File: src/rtl/guard_reset_ctrl.sv
// guard_reset_ctrl
//   Recovery sequencer for the AXI read/write guards. A reset request from
//   either guard (while enabled) starts a fixed recovery sequence:
//   isolate the slave, drain outstanding transactions, hold the slave in
//   reset, release it, then re-arm the guards once software has acknowledged
//   the interrupt (or immediately when AutoRecover is set).
//
//   Ports
//     clk_i, rst_ni       clock, asynchronous active-low reset
//     enable_i            software guard enable
//     rd_reset_req_i      reset request from the read guard
//     wr_reset_req_i      reset request from the write guard
//     outstanding_i       a guard still holds a live transaction
//     irq_ack_i           software interrupt clear pulse
//     guard_ena_o         enable to both guards (only while idle)
//     isolate_o           blocks AXI handshakes between master and slave
//     slv_rst_no          active-low reset to the protected slave
//     reset_clear_o       one-cycle pulse clearing guard reset/irq latches
//     irq_o               sticky fault interrupt
//     cause_o             {wr, rd} request snapshot of the last accepted fault
//     fault_cnt_o         saturating count of accepted faults
//     busy_o              sequencer not idle
//
//   state    | meaning
//   ---------+-----------------------------------------------------------
//   IDLE     | guards armed, waiting for an enabled reset request
//   DRAIN    | slave isolated, waiting for outstanding traffic (bounded)
//   RESET    | slave reset asserted for RstCycles (from the cycle after entry)
//   RECOVER  | slave out of reset, still isolated, settling time
//   WAIT_ACK | recovery done, waiting for the interrupt to be acknowledged

module guard_reset_ctrl #(
  parameter int unsigned DrainCycles   = 64,
  parameter int unsigned RstCycles     = 16,
  parameter int unsigned RecoverCycles = 8,
  parameter int unsigned CntWidth      = 8,
  parameter int unsigned FaultCntWidth = 16,
  parameter bit          AutoRecover   = 1'b0
) (
  input  logic                     clk_i,
  input  logic                     rst_ni,
  input  logic                     enable_i,
  input  logic                     rd_reset_req_i,
  input  logic                     wr_reset_req_i,
  input  logic                     outstanding_i,
  input  logic                     irq_ack_i,
  output logic                     guard_ena_o,
  output logic                     isolate_o,
  output logic                     slv_rst_no,
  output logic                     reset_clear_o,
  output logic                     irq_o,
  output logic [1:0]               cause_o,
  output logic [FaultCntWidth-1:0] fault_cnt_o,
  output logic                     busy_o
);

  localparam longint unsigned CntMax = (64'd1 << CntWidth) - 64'd1;

  if (CntWidth < 1 || CntWidth > 32) begin : g_bad_cnt_width
    $fatal(1, "guard_reset_ctrl: CntWidth must be 1..32");
  end
  if (FaultCntWidth < 1) begin : g_bad_fault_width
    $fatal(1, "guard_reset_ctrl: FaultCntWidth must be >= 1");
  end
  if (DrainCycles < 1 || longint'(DrainCycles) > CntMax) begin : g_bad_drain
    $fatal(1, "guard_reset_ctrl: DrainCycles out of range for CntWidth");
  end
  if (RstCycles < 1 || longint'(RstCycles) > CntMax) begin : g_bad_rst
    $fatal(1, "guard_reset_ctrl: RstCycles out of range for CntWidth");
  end
  if (RecoverCycles < 1 || longint'(RecoverCycles) > CntMax) begin : g_bad_recover
    $fatal(1, "guard_reset_ctrl: RecoverCycles out of range for CntWidth");
  end

  // Terminal counts. RESET runs one cycle longer than RstCycles because the
  // registered slave reset only goes low the cycle after entry.
  localparam logic [CntWidth-1:0] DrainLast   = CntWidth'(DrainCycles - 1);
  localparam logic [CntWidth-1:0] RstLast     = CntWidth'(RstCycles);
  localparam logic [CntWidth-1:0] RecoverLast = CntWidth'(RecoverCycles - 1);

  typedef enum logic [2:0] {
    ST_IDLE     = 3'd0,
    ST_DRAIN    = 3'd1,
    ST_RESET    = 3'd2,
    ST_RECOVER  = 3'd3,
    ST_WAIT_ACK = 3'd4
  } state_e;

  state_e                   state_q, state_d;
  logic [CntWidth-1:0]      cnt_q, cnt_d;
  logic                     irq_q, irq_d;
  logic [1:0]               cause_q, cause_d;
  logic [FaultCntWidth-1:0] fault_cnt_q, fault_cnt_d;
  logic                     slv_rst_nq, slv_rst_nd;
  logic                     fault_accept;
  logic                     reset_clear;

  assign fault_accept = (state_q == ST_IDLE) && enable_i &&
                        (rd_reset_req_i || wr_reset_req_i);

  always_comb begin
    state_d     = state_q;
    cnt_d       = cnt_q;
    cause_d     = cause_q;
    fault_cnt_d = fault_cnt_q;
    reset_clear = 1'b0;

    unique case (state_q)
      ST_IDLE: begin
        cnt_d = '0;
        if (fault_accept) begin
          state_d = ST_DRAIN;
          cause_d = {wr_reset_req_i, rd_reset_req_i};
          if (fault_cnt_q != '1) begin
            fault_cnt_d = fault_cnt_q + FaultCntWidth'(1);
          end
        end
      end
      ST_DRAIN: begin
        if (!outstanding_i || (cnt_q == DrainLast)) begin
          state_d = ST_RESET;
          cnt_d   = '0;
        end else begin
          cnt_d = cnt_q + CntWidth'(1);
        end
      end
      ST_RESET: begin
        if (cnt_q == RstLast) begin
          state_d = ST_RECOVER;
          cnt_d   = '0;
        end else begin
          cnt_d = cnt_q + CntWidth'(1);
        end
      end
      ST_RECOVER: begin
        if (cnt_q == RecoverLast) begin
          reset_clear = 1'b1;
          state_d     = AutoRecover ? ST_IDLE : ST_WAIT_ACK;
          cnt_d       = '0;
        end else begin
          cnt_d = cnt_q + CntWidth'(1);
        end
      end
      ST_WAIT_ACK: begin
        if (!irq_q) begin
          state_d = ST_IDLE;
        end
      end
      default: begin
        state_d = ST_IDLE;
        cnt_d   = '0;
      end
    endcase
  end

  // New fault has priority over a coincident acknowledge.
  always_comb begin
    irq_d = irq_q;
    if (fault_accept) begin
      irq_d = 1'b1;
    end else if (irq_ack_i) begin
      irq_d = 1'b0;
    end
  end

  // Registered so the slave sees a glitch-free reset; low while in RESET
  // except on its final (terminal-count) cycle.
  always_comb begin
    slv_rst_nd = 1'b1;
    if ((state_q == ST_RESET) && (cnt_q != RstLast)) begin
      slv_rst_nd = 1'b0;
    end
  end

  always_ff @(posedge clk_i or negedge rst_ni) begin
    if (!rst_ni) begin
      state_q     <= ST_IDLE;
      cnt_q       <= '0;
      irq_q       <= 1'b0;
      cause_q     <= 2'b00;
      fault_cnt_q <= '0;
      slv_rst_nq  <= 1'b1;
    end else begin
      state_q     <= state_d;
      cnt_q       <= cnt_d;
      irq_q       <= irq_d;
      cause_q     <= cause_d;
      fault_cnt_q <= fault_cnt_d;
      slv_rst_nq  <= slv_rst_nd;
    end
  end

  assign guard_ena_o   = enable_i && (state_q == ST_IDLE);
  assign busy_o        = (state_q != ST_IDLE);
  assign isolate_o     = (state_q != ST_IDLE);
  assign slv_rst_no    = slv_rst_nq;
  assign reset_clear_o = reset_clear;
  assign irq_o         = irq_q;
  assign cause_o       = cause_q;
  assign fault_cnt_o   = fault_cnt_q;

endmodule

File: config.mk
export PLATFORM = sky130hd
export DESIGN_NAME = guard_reset_ctrl
export DESIGN_NICKNAME = d
export VERILOG_FILES = /design/src/rtl/guard_reset_ctrl.sv
export SDC_FILE = /design/constraint.sdc
export NUM_CORES = 1
export LEC_CHECK = 0
export ABC_AREA = 1
export BUFFER_PORTS_ARGS = -buffer_cell sky130_fd_sc_hd__buf_2
export CAP_MARGIN = 20
export CORE_UTILIZATION = 50
export DETAILED_ROUTE_END_ITERATION = 6
export PLACE_DENSITY = 0.76
export SYNTH_ARGS = -nofsm -noshare
export SYNTH_HDL_FRONTEND = slang
export SYNTH_SLANG_ARGS = --single-unit
export TNS_END_PERCENT = 50
File: constraint.sdc
create_clock -name clk_i -period 3.7 [get_ports clk_i]
set_input_delay 0.74 -clock clk_i [delete_from_list [all_inputs] [get_ports clk_i]]
set_output_delay 0.74 -clock clk_i [all_outputs]
set_load 0.01 [all_outputs]
# [Word-level counts from Yosys, hierarchy flattened]
# Index checks and enable logic that the tools add are counted.
[totals] regBits=31 inputBits=7 output_inout_bits=24 elab_cells=49
[op_classes] n_addsub=2 n_eq_ne=14 n_mux=15 reduce_logical=12
[op_table] operator="one-hot mux 8 bit (4 select lines)" n=1
[op_table] operator="2-to-1 mux 8 bit" n=3
[op_table] operator="adder 16 x 1 -> 16 bit (second input constant)" n=1
[op_table] operator="!= test 16 bit (second input constant)" n=1
[op_table] operator="2-to-1 mux 3 bit" n=5
[op_table] operator="one-hot mux 3 bit (5 select lines)" n=1
[op_table] operator="!= test 2 bit (second input constant)" n=5
[op_table] operator="adder 8 x 1 -> 8 bit (second input constant)" n=1
[op_table] operator="== test 8 x 3 -> 1 bit (second input constant)" n=1
[op_table] operator="== test 8 x 5 -> 1 bit (second input constant)" n=1
[op_table] operator="== test 8 x 6 -> 1 bit (second input constant)" n=1
[op_table] operator="!= test 8 x 5 -> 1 bit (second input constant)" n=1
[op_table] operator="== test 3 x 2 -> 1 bit (second input constant)" n=2
[op_table] operator="2-to-1 mux 1 bit" n=5
[op_table] operator="AND reduction 5 bit" n=1
[op_table] operator="== test 3 x 1 -> 1 bit (second input constant)" n=1
[op_table] operator="== test 3 bit (second input constant)" n=1
[op_table] operator="logical AND 1 bit" n=3
[op_table] operator="logical NOT 3 bit" n=1
[op_table] operator="AND reduction 3 bit" n=1
[op_table] operator="nonzero test 3 bit" n=1
[op_table] operator="logical OR 1 bit" n=2
[op_table] operator="AND reduction 2 bit" n=1
[op_table] operator="nonzero test 2 bit" n=1
[op_table] operator="logical NOT 1 bit" n=1

# [Longest topological paths before layout]
[logic_depth] word_depth=5 ltp_mapped=11 depth_no_buf=10

# [Least setup slack after synthesis]
# Ideal clock, no wire load.
[synth_timing] kind="input-to-output" from="input enable_i" to="output guard_ena_o" arrival_time_ns=0.934 t_required_ns=2.960 path_slack_ns=2.026 path_stages=2 n_path_buf=0 cell_sequence="inv_1 nor2_4"
[synth_via] elab_chain_len=1
[synth_lines] item="start: declaration" line="42" source="input logic enable_i,"
[synth_lines] item="logical AND 1 bit" line="193" source="assign guard_ena_o = enable_i && (state_q == ST_IDLE);"
[synth_lines] item="end: declaration" line="47" source="output logic guard_ena_o,"
# No other way between the ends.

# [Worst setup path after layout]
[layout_timing] from="register cnt_q[1]" to="output reset_clear_o"
[layout_via] elab_chain_len=3
[layout_lines] item="start: declaration" line="90" source="logic [CntWidth-1:0] cnt_q, cnt_d;"
[layout_lines] item="start signal: assignment" line="185" source="cnt_q <= cnt_d;"
[layout_lines] item="== test 8 x 3 -> 1 bit" line="136" source="if (cnt_q == RecoverLast) begin"
[layout_lines] item="2-to-1 mux 1 bit" line="136"
[layout_lines] item="2-to-1 mux 1 bit" line="108" source="unique case (state_q)"
[layout_lines] item="end: declaration" line="50" source="output logic reset_clear_o,"
# No other way between the ends.

==> impl_results.md <==
* Worst-path clk slew at 0.07 ns
* Net Count, Synth at 254
* Ports placed on the boundary at 31
* Post-synthesis cell count at 244
* Clk sinks at 31
* Setup_tns at 0 ns
* Max Clk Rate at 473 MHz
* CP arrival at 1.37 ns
* Residual DRC count at 0
* TritonCTS clock tree: built
* Yosys top cell by area: dfrtp_1
* Initial Util at 0.535
* CP top delay family: flip-flops
* DR WL/cell at 11.6 um
* Clock Skews at 0.00974 ns
* Vias in the first global route at 1534
* Peak fanout along the critical path at 4
* Synth area leaders: dfrtp_1, nand2_1, xnor2_1
* Yosys Warn Count at 0
* First-pass GRT wire length at 6.66 mm
* CTS buffer count at 5
* HPWL reported at the end of detailed placement at 2.68 mm
* Final Setup Violations at 0
* FF+latch count, synth at 31
* Worst EP required at 2.96 ns
* Setup crit start kind: flop
* DRT iter0 DRCs at 122
* Min cycle time layout at 2.11 ns
* Peak supply drop at 400 uV
* Post-route setup slack at 1.59 ns
* Worst slew margin at 0.535
* Area delta synth->final at 16.2%
* Die Area at 3930 um^2
* Nets@finish at 288
* Share of layout cells above drive strength 1 at 0.211
* Mapped cell area at 1840 um^2
* Chip width at 62.7 um
* Pre-CTS setup slack at 1.78 ns
* Endpoint class of the critical path: output port
* Root Driver: clkbuf_8
* Leakage at 0.00108 uW
* Gp weighted congestion at 0.912
* Htree depth at 2
* Final wirelength at 3.78 mm
* Post-synth top area share at 0.408
* CP Cell Sequence: ha_1 -> nand2_1 -> inv_1 -> nand4_1 -> nor2_1 -> buf_2
* Post-CTS setup repair buffer count at 0
* # hold bufs at CTS at 0
* Number of diodes at 0
* Total track usage at 0.221
* Vias/cell at 4.94
* Initial antenna violation count at 0
* Final ANT Viol Nets at 0
* # resized after CTS at 0
* Total vias in the final route at 1606
* MaxCap Viol Count at 0
* Row cnt at 21
* Final Cycle Share at 0.571
* FILL cells at 308
* DRT Pass-1 Iters at 4
* Later-pin clock latency in the skew report at 0.29 ns
* Crit-path max cell delay at 0.39 ns
* PortBufs at 30
* Status: complete, no violations
* Worst-Margin Slew at 0.697 ns
* Grt ovf at 0
* Buf+Inv Stages, Crit Path at 2
* Syn Area/Cell at 7.55 um^2
* Unique masters post-synth at 28
* Largest net degree at the start of global routing at 32
* Die Span Y at 62.7 um
* RSZ-0062 raised after global routing: false
* WS Path Type: reg2out
* Max-slew violation count at 0
* Bufs on Longest Clock Path at 2
* Final Hold Viols at 0
* Hold WC Path Type: reg2reg
* Power Dens Cells at 636 nW/um^2
* Core Area at 3440 um^2
* Crit path max-delay cell type: dfrtp_1
* Sequential element share of the synthesized area at 0.422
==> stage by stage <==
stage,instances,utilization,instance area [um^2],hold WS [ns],power (uW)
after floorplan,244,-,1840,0.444,881
after global placement,317,0.588,2020,0.457,1010
after detailed placement,317,0.588,2020,0.470,1020
after CTS,325,0.622,2140,0.485,1380
after global routing,325,0.622,2140,0.520,1470
final,325,0.622,2140,0.482,1360
==> synth_stat cells (all sizes together) <==
cell and count:
dfrtp 30, ha 3, and2 1, a21oi 5
xnor2 10, clkinv 1, nor3 4, xor2 6
dfstp 1, nand2 91, inv 25, o21ai 13
nor4 1, nand4 4, o21bai 2, buf 3
nor2 28, nand3 16
==> flip-flops by register name, summed over array words and instances (netlist names) <==
name         flops
fault_cnt_o     16
slv_rst_no       1
irq_o            1
cause_o          2
state_q          3
cnt_q            8
==> layout by cell type, fill, tap and decap left out, types with 2 or more instances in the layout <==
master | Yosys | layout
nand2_1 | 85 | 85
nand2_2 | 5 | 5
ha_1 | 3 | 3
xor2_1 | 6 | 6
o21ai_2 | 2 | 2
clkinv_2 | 1 | 2
nand3_2 | 2 | 2
nand3_1 | 14 | 14
o21ai_0 | 11 | 11
inv_1 | 22 | 22
inv_2 | 2 | 2
nor2_1 | 23 | 23
dfrtp_1 | 30 | 30
xnor2_1 | 10 | 10
nand4_1 | 4 | 4
nor3_1 | 3 | 3
buf_2 | 0 | 30
o21bai_1 | 2 | 2
nor2_4 | 3 | 3
nor2_2 | 2 | 2
a21oi_1 | 5 | 5
clkbuf_8 | 0 | 6
==> power by group <==
| group | switching [uW] | internal (uW) |
|---|---|---|
| combinational | 319 | 188 |
| sequential | 80.9 | 422 |
| clock | 134 | 218 |
==> layer usage <==
layer	GRT usage	up-vias	share of wire
met5	0	-	0
met2	0.380	40	0.49
met1	0.254	732	0.44
met4	0.0988	0	0.017
met3	0.0620	6	0.046
li1	-	828	-
==> cell families (layout without fill, tap and decap cells) <==
logic type	count (synthesis)	after routing	synth area share
and+or+nand+nor	145	145	0.351
DFF	31	31	0.422
buffers and inverters	29	64	0.0693
AOI/OAI and AO/OA	20	20	0.0611
xor gates and xnor gates	16	16	0.0761
adders and majority gates	3	3	0.0204
==> worst min-delay path, stage by stage, from the launching register on <==
cell and delay (ns):
dfrtp_1 0.35, nand2_1 0.06, nand2_1 0.05
==> final timing paths <==
kind	startpoint	end	slack, ns	cells past startpoint
hold reg to reg	cause_o[1]	cause_o[1]	0.48	2
setup / recovery	cnt_q[1]	reset_clear_o	1.59	6
hold / removal	cause_o[1]	cause_o[1]	0.48	2
max in group asynchronous	rst_ni	state_q[0]	2.76	1
setup reg to reg	fault_cnt_o[1]	fault_cnt_o[12]	2.03	10
min in group asynchronous	rst_ni	fault_cnt_o[14]	0.49	1
==> layout make-up <==
type / count / area [um^2] / share of cell area
multi-input combinational: 184 / 937 / 0.438
sequential: 31 / 777 / 0.363
timing repair buffer: 30 / 150 / 0.0701
inverter: 26 / 101 / 0.0473
clock buffer: 6 / 82.6 / 0.0386
tap: 46 / 57.6 / 0.0269
clock inverter: 2 / 35.0 / 0.0164
Note: power is estimated with default switching activity, not from simulation.
